[config.mk]
export PLATFORM = sky130hd
export DESIGN_NAME = mp_bit_merge_reg
export DESIGN_NICKNAME = d
export VERILOG_FILES = /design/src/rtl/mp_bit_merge_pkg.sv /design/src/rtl/mp_prio_pick.sv /design/src/rtl/mp_bit_merge_reg.sv
export SDC_FILE = /design/constraint.sdc
export NUM_CORES = 1
export LEC_CHECK = 0
export BUFFER_PORTS_ARGS = -buffer_cell sky130_fd_sc_hd__buf_2
export CORE_MARGIN = 2
export CORE_UTILIZATION = 43
export DETAILED_ROUTE_END_ITERATION = 6
export PLACE_DENSITY = 0.76
export REMOVE_ABC_BUFFERS = 1
export SKIP_CTS_REPAIR_TIMING = 1
export SYNTH_ARGS = -nofsm -noshare
export SYNTH_HDL_FRONTEND = slang
export SYNTH_SLANG_ARGS = --single-unit
[constraint.sdc]
create_clock -name clk -period 2.2 [get_ports clk]
set_input_delay 0.44 -clock clk [delete_from_list [all_inputs] [get_ports clk]]
set_output_delay 0.44 -clock clk [all_outputs]
set_load 0.01 [all_outputs]
[src/rtl/mp_bit_merge_pkg.sv]
// Shared constants and helpers for the multi-port bit-merge register.
package mp_bit_merge_pkg;

  localparam int PRIO_FIXED = 0;
  localparam int PRIO_RR    = 1;

  // Pointer width: a single-port or two-port arbiter still needs one bit.
  function automatic int clog2_min1(input int n);
    return (n <= 2) ? 1 : $clog2(n);
  endfunction

endpackage

[src/rtl/mp_prio_pick.sv]
// Per-bit priority pick: one-hot grant to the first requester at or after start.
module mp_prio_pick
  import mp_bit_merge_pkg::*;
#(
  parameter  int PORTS = 2,
  localparam int PTR_W = clog2_min1(PORTS)
) (
  input  logic [PORTS-1:0] req,
  input  logic [PTR_W-1:0] start,
  output logic [PORTS-1:0] grant,
  output logic             multi
);

  always_comb begin
    int   slot;
    int   nreq;
    logic found;
    grant = '0;
    found = 1'b0;
    nreq  = 0;
    slot  = 0;
    for (int i = 0; i < PORTS; i++) begin
      // Walk ports in rotated order; start never exceeds PORTS-1.
      slot = int'(start) + i;
      if (slot >= PORTS) slot = slot - PORTS;
      for (int p = 0; p < PORTS; p++) begin
        if (p == slot && req[p] && !found) begin
          grant[p] = 1'b1;
          found    = 1'b1;
        end
      end
      if (req[i]) nreq = nreq + 1;
    end
    multi = (nreq > 1);
  end

endmodule

[src/rtl/mp_bit_merge_reg.sv]
// Shared status/control word written bit-wise by several ports; overlapping
// writes are resolved per bit and reported, counted and optionally rotated.
module mp_bit_merge_reg
  import mp_bit_merge_pkg::*;
#(
  parameter  int WIDTH     = 8,
  parameter  int PORTS     = 2,
  parameter  int PRIO_MODE = 0,
  parameter  int CNT_W     = 8,
  localparam int PTR_W     = clog2_min1(PORTS)
) (
  input  logic                     clk,
  input  logic                     rst,
  input  logic [PORTS-1:0]         wr_en,
  input  logic [0:PORTS*WIDTH-1]   wr_mask,
  input  logic [0:PORTS*WIDTH-1]   wr_data,
  input  logic                     clr_cnt,
  output logic [0:WIDTH-1]         q,
  output logic                     conflict,
  output logic [0:WIDTH-1]         conflict_bits,
  output logic [CNT_W-1:0]         conflict_cnt,
  output logic [PTR_W-1:0]         rr_ptr
);

  localparam logic [PTR_W-1:0] PTR_LAST = PTR_W'(PORTS - 1);
  localparam logic [CNT_W-1:0] CNT_MAX  = '1;

  logic [0:WIDTH-1] nxt_q;
  logic [0:WIDTH-1] conf_vec;
  logic [PTR_W-1:0] pick_start;
  logic             any_conf;

  assign pick_start = (PRIO_MODE == PRIO_RR) ? rr_ptr : '0;
  assign any_conf   = |conf_vec;

  // Stage 0: combinational per-bit resolution of all port requests.
  for (genvar b = 0; b < WIDTH; b++) begin : g_bit
    logic [PORTS-1:0] req;
    logic [PORTS-1:0] gnt;
    logic             multi;
    logic             bit_d;

    always_comb begin
      req = '0;
      for (int p = 0; p < PORTS; p++) begin
        req[p] = wr_en[p] & wr_mask[p*WIDTH + b];
      end
    end

    mp_prio_pick #(
      .PORTS (PORTS)
    ) u_pick (
      .req   (req),
      .start (pick_start),
      .grant (gnt),
      .multi (multi)
    );

    // Unrequested bits hold; otherwise the single granted port supplies data.
    always_comb begin
      bit_d = q[b];
      for (int p = 0; p < PORTS; p++) begin
        if (gnt[p]) bit_d = wr_data[p*WIDTH + b];
      end
    end

    assign nxt_q[b]    = bit_d;
    assign conf_vec[b] = multi;
  end

  // Stage 1: registered state, all outputs come straight from flops.
  always_ff @(posedge clk) begin
    if (rst) q <= '0;
    else     q <= nxt_q;
  end

  always_ff @(posedge clk) begin
    if (rst) begin
      conflict      <= 1'b0;
      conflict_bits <= '0;
    end else begin
      conflict      <= any_conf;
      conflict_bits <= conf_vec;
    end
  end

  // A clear drops the same-cycle conflict rather than counting it.
  always_ff @(posedge clk) begin
    if (rst || clr_cnt)                         conflict_cnt <= '0;
    else if (any_conf && conflict_cnt != CNT_MAX) conflict_cnt <= conflict_cnt + 1'b1;
  end

  always_ff @(posedge clk) begin
    if (rst) begin
      rr_ptr <= '0;
    end else if (PRIO_MODE == PRIO_RR && any_conf) begin
      rr_ptr <= (rr_ptr == PTR_LAST) ? '0 : rr_ptr + 1'b1;
    end
  end

endmodule

# Word-level counts from Yosys, hierarchy flattened
# Cells that the tools add are included.
# totals
output_inout_bits	26
regBits	25
elab_cells	120
# op_classes
mux	48
bitwise	16
eq_ne	1
n_lt_le_gt_ge	8
addsub	9
reduce_logical	27
# ops
cell	n
$gt A32 B2 Y1 const B	8
$mux W32	8
$mux W1	40
$add A1 B1 Y2 const B	8
$and A1 B1 Y1	16
$reduce_bool A2 Y1	8
$logic_and A1 B1 Y1	9
$add A8 B1 Y8 const B	1
$logic_not A1 Y1	8
$ne A8 B8 Y1 const B	1
$reduce_or A8 Y1	1
$logic_or A1 B1 Y1	1

# Logic depth before layout (Yosys ltp)
# logic_depth
ltp_word	7
depth_mapped	6
ltp_nobuf	6

# Modules after synthesis
# From an unflattened synthesis, not the netlist that was laid out.
# unflattened
cells_unflattened	157
area_unflattened_um2	1338.8
# by_module_without_submodules
mod	area_per_inst_um2	cells_per_inst	instances
mp_bit_merge_reg	1138.6	125	1
mp_prio_pick	25.0	4	8

# Worst setup path after synthesis
# No wires, ideal clock.
# synth_timing
path_kind	register -> register
start	reg conflict_cnt[0]
end	reg conflict_cnt[5]
setup_slack_ns	0.358
stages_incl_launch_ff	7
arrival_time_ns	1.772
path_cell_list	dfxtp_1 -> ha_1 -> and2_1 -> and4_4 -> or4_1 -> or3_1 -> a21oi_1
# synth_between
elab_chain_cells	2
word_cells_on_any_way	3
cone_classes	1 x add/sub; 1 x eq/ne; 1 x reduce/logical
# synth_rtl
item	line_no	rtl
from (decl)	mp_bit_merge_reg.sv:21	output logic [CNT_W-1:0] conflict_cnt,
from (signal assigned)	mp_bit_merge_reg.sv:90	else if (any_conf && conflict_cnt != CNT_MAX) conflict_cnt <= conflict_cnt + 1'b1;
branches (longest 2 deep; another with $add A8 B1 Y8)	n/a	
# Parallel ways; which one is timed is not known.
# A chain may end at the register's enable or synchronous reset.

# Worst setup path in the final report
# Ends and elaborated chain as after synthesis.

==> reports/qor.csv <==
metric;value;unit
rsz0062_at_grt;false;
antenna_left;0;
synth_cells;145;
antenna_found_initial;0;
synth.most_common_cell;nand2_1;
placeableCoreArea;0.00248;mm^2
avgSynthCellArea;7.81;um^2
cts_tree;yes;
layout-drive-gt1-share;35.8;%
vias;1229;
vias_per_cell;5.25;
min_period;1.92;ns
hpwl;2.27;mm
routed_wirelength;2.91;mm
synth-edff-count;0;
worstSetupStartpointType;register;
skew;0.00369;ns
drc;0;
p_total;0.000810;W
grt_usage;19.0;%
io-pin-count;63;
synth_top_area_share;44.2;%
fp.dieArea;0.00306;mm^2
setup.worst_path.end_class;register;
setup-tns-final;0;ns
timing_hold_violations_final;0;
power_density;547;mW/mm^2
yosys.cell_types.count;31;
path_class;reg2reg;
synthFlopType;dfxtp_1;
yosys-top-cells-count;nand2_1, dfxtp_1, nor2_1;
start_util;45.7;%
max_freq;520;MHz
critPathTopFamily;simple AND/OR/NAND/NOR gates;
synth_top_cell_by_area;dfxtp_1;
crit_path_max_fanout;5;
grt_remaining_overflow;0;
fp.dieW;55.3;um
irDropWorstVdd;0.395;mV
areaGrowthSynthToFinish;30.8;%
clock_sinks;25;
p_leak;0.694;nW
slew_violations;0;
maxCapViolCount;0;
cp.required;2.46;ns
syn_area;0.00113;mm^2
finalSetupViolCount;0;
cts_buffers;3;
cts-root-buf;clkbuf_4;
ys_async_sr_fraction;0;%
diodes;0;
synth.yosys.seq_area_share;44.2;%
min_path_type;in2reg;
fillers;256;
fin_cells;234;
fp.dieH;55.3;um
grt_pass1_vias;1159;
fin_util;59.8;%
worstPathBufferInverterCount;0;
h-tree-depth;1;
ys_ff_latch;25;
detail_route.iter0.violations;21;
rows;18;
numPortBuffers;61;
yosys_warnings;0;
routabilityCongestion;0.748;
wl_per_cell;12.4;um
clock_latency;0.32;ns
place_inst;230;
status;finished, final reports clean;
path_cells;ha_1 -> and2_1 -> and4_4 -> or4_1 -> or3_1 -> a21oi_1;
grt_pass1_wl;4.84;mm
grt_max_degree;17;
path_clk_slew;0.14;ns
clockBufferDepth;2;
period_share;87.4;%
crit_slowest_cell;or4_1;
max_stage_delay;0.40;ns
nNetsFinal;243;
ys_top_cells_by_area;dfxtp_1, nand2_1, a311oi_1, nor2_1, nand3_1;
worstPathArrival;2.18;ns
first_pass_iters;4;
[final timing paths]
path,startpoint,end,slack [ns],cells after the start
setup reg to reg,conflict_cnt[0],conflict_cnt[5],0.28,6
hold reg to reg,q[4],q[4],0.50,2
setup / recovery,conflict_cnt[0],conflict_cnt[5],0.28,6
hold / removal,wr_mask[5],conflict_bits[5],0.35,3
[metrics by stage]
| stage | cell area, um^2 | hold slack, ns | setup WS (ns) |
|---|---|---|---|
| after CTS | 1480 | 0.347 | 0.270 |
| final | 1480 | 0.353 | 0.278 |
| after global routing | 1480 | 0.353 | 0.198 |
| after detailed placement | 1450 | 0.477 | 0.305 |
| after floorplan | 1100 | 0.497 | 0.358 |
| after global placement | 1450 | 0.466 | 0.361 |
[where the power goes]
| part | switching (W) | internal, W | total, W |
|---|---|---|---|
| clock network | 0.000140 | 0.0000680 | 0.000208 |
| logic | 0.0000696 | 0.0000568 | 0.000126 |
| registers | 0.00000749 | 0.000468 | 0.000476 |
[cell usage in the layout, fill, tap and decap left out]
cell and count:
buf_2 61, nand2_1 36, dfxtp_1 25, nor2_1 21, nand3_1 11, a311oi_1 9, a21oi_1 6, o21ai_0 3
clkbuf_4 3, or2_2 2, and4_1 2, and2_1 2, or3_1 2, o31ai_1 2, buf_4 2, nand2_2 1
and3_4 1, a21oi_2 1, a41o_1 1, and4_4 1, o41ai_1 1, or4b_1 1, nor3b_1 1, a31oi_1 1
or4_1 1, nand4_1 1, and3_1 1, nand4b_1 1, nand3b_1 1, ha_1 1, conb_1 1, clkinv_2 1
[cell families (layout without fill, tap and decap cells)]
kind of cell,count (synthesis),in the layout,share of synthesized area [%]
other,1,1,0.331
AND/OR/NAND/NOR,86,86,35.9
flip-flops,25,25,44.2
buffers and inverters,8,67,3.20
adder cells (fa/ha/maj),1,1,1.10
AO/OA/AOI/OAI,24,24,15.2
[worst register-to-register path, delay by kind of cell (launching register included)]
kind | cells | cell delay [ns]
AOI/OAI and AO/OA | 1 | 0.14
adders and majority gates | 1 | 0.24
DFF | 1 | 0.37
and+or+nand+nor | 4 | 1.11
[state kept, by name, summed over array words and instances, names as in the netlist]
name / cells
conflict: 1
conflict_bits: 8
conflict_cnt: 8
q: 8
[metal layers]
metal  share of wire, %  track usage, %
met5                  0               0
met4               0.96            6.27
met3                5.4            2.58
met2                 49            34.2
met1                 45            23.2
[area by class of cell]
class	count	area, um^2	area share [%]
clock buffers	3	22.5	1.52
multi-input cells	112	596	40.2
clock inverters	1	5.00	0.338
repair buffers	63	320	21.6
flip-flops and latches	25	500	33.8
well taps	30	37.5	2.53
Power figures use the tool's default switching activity.
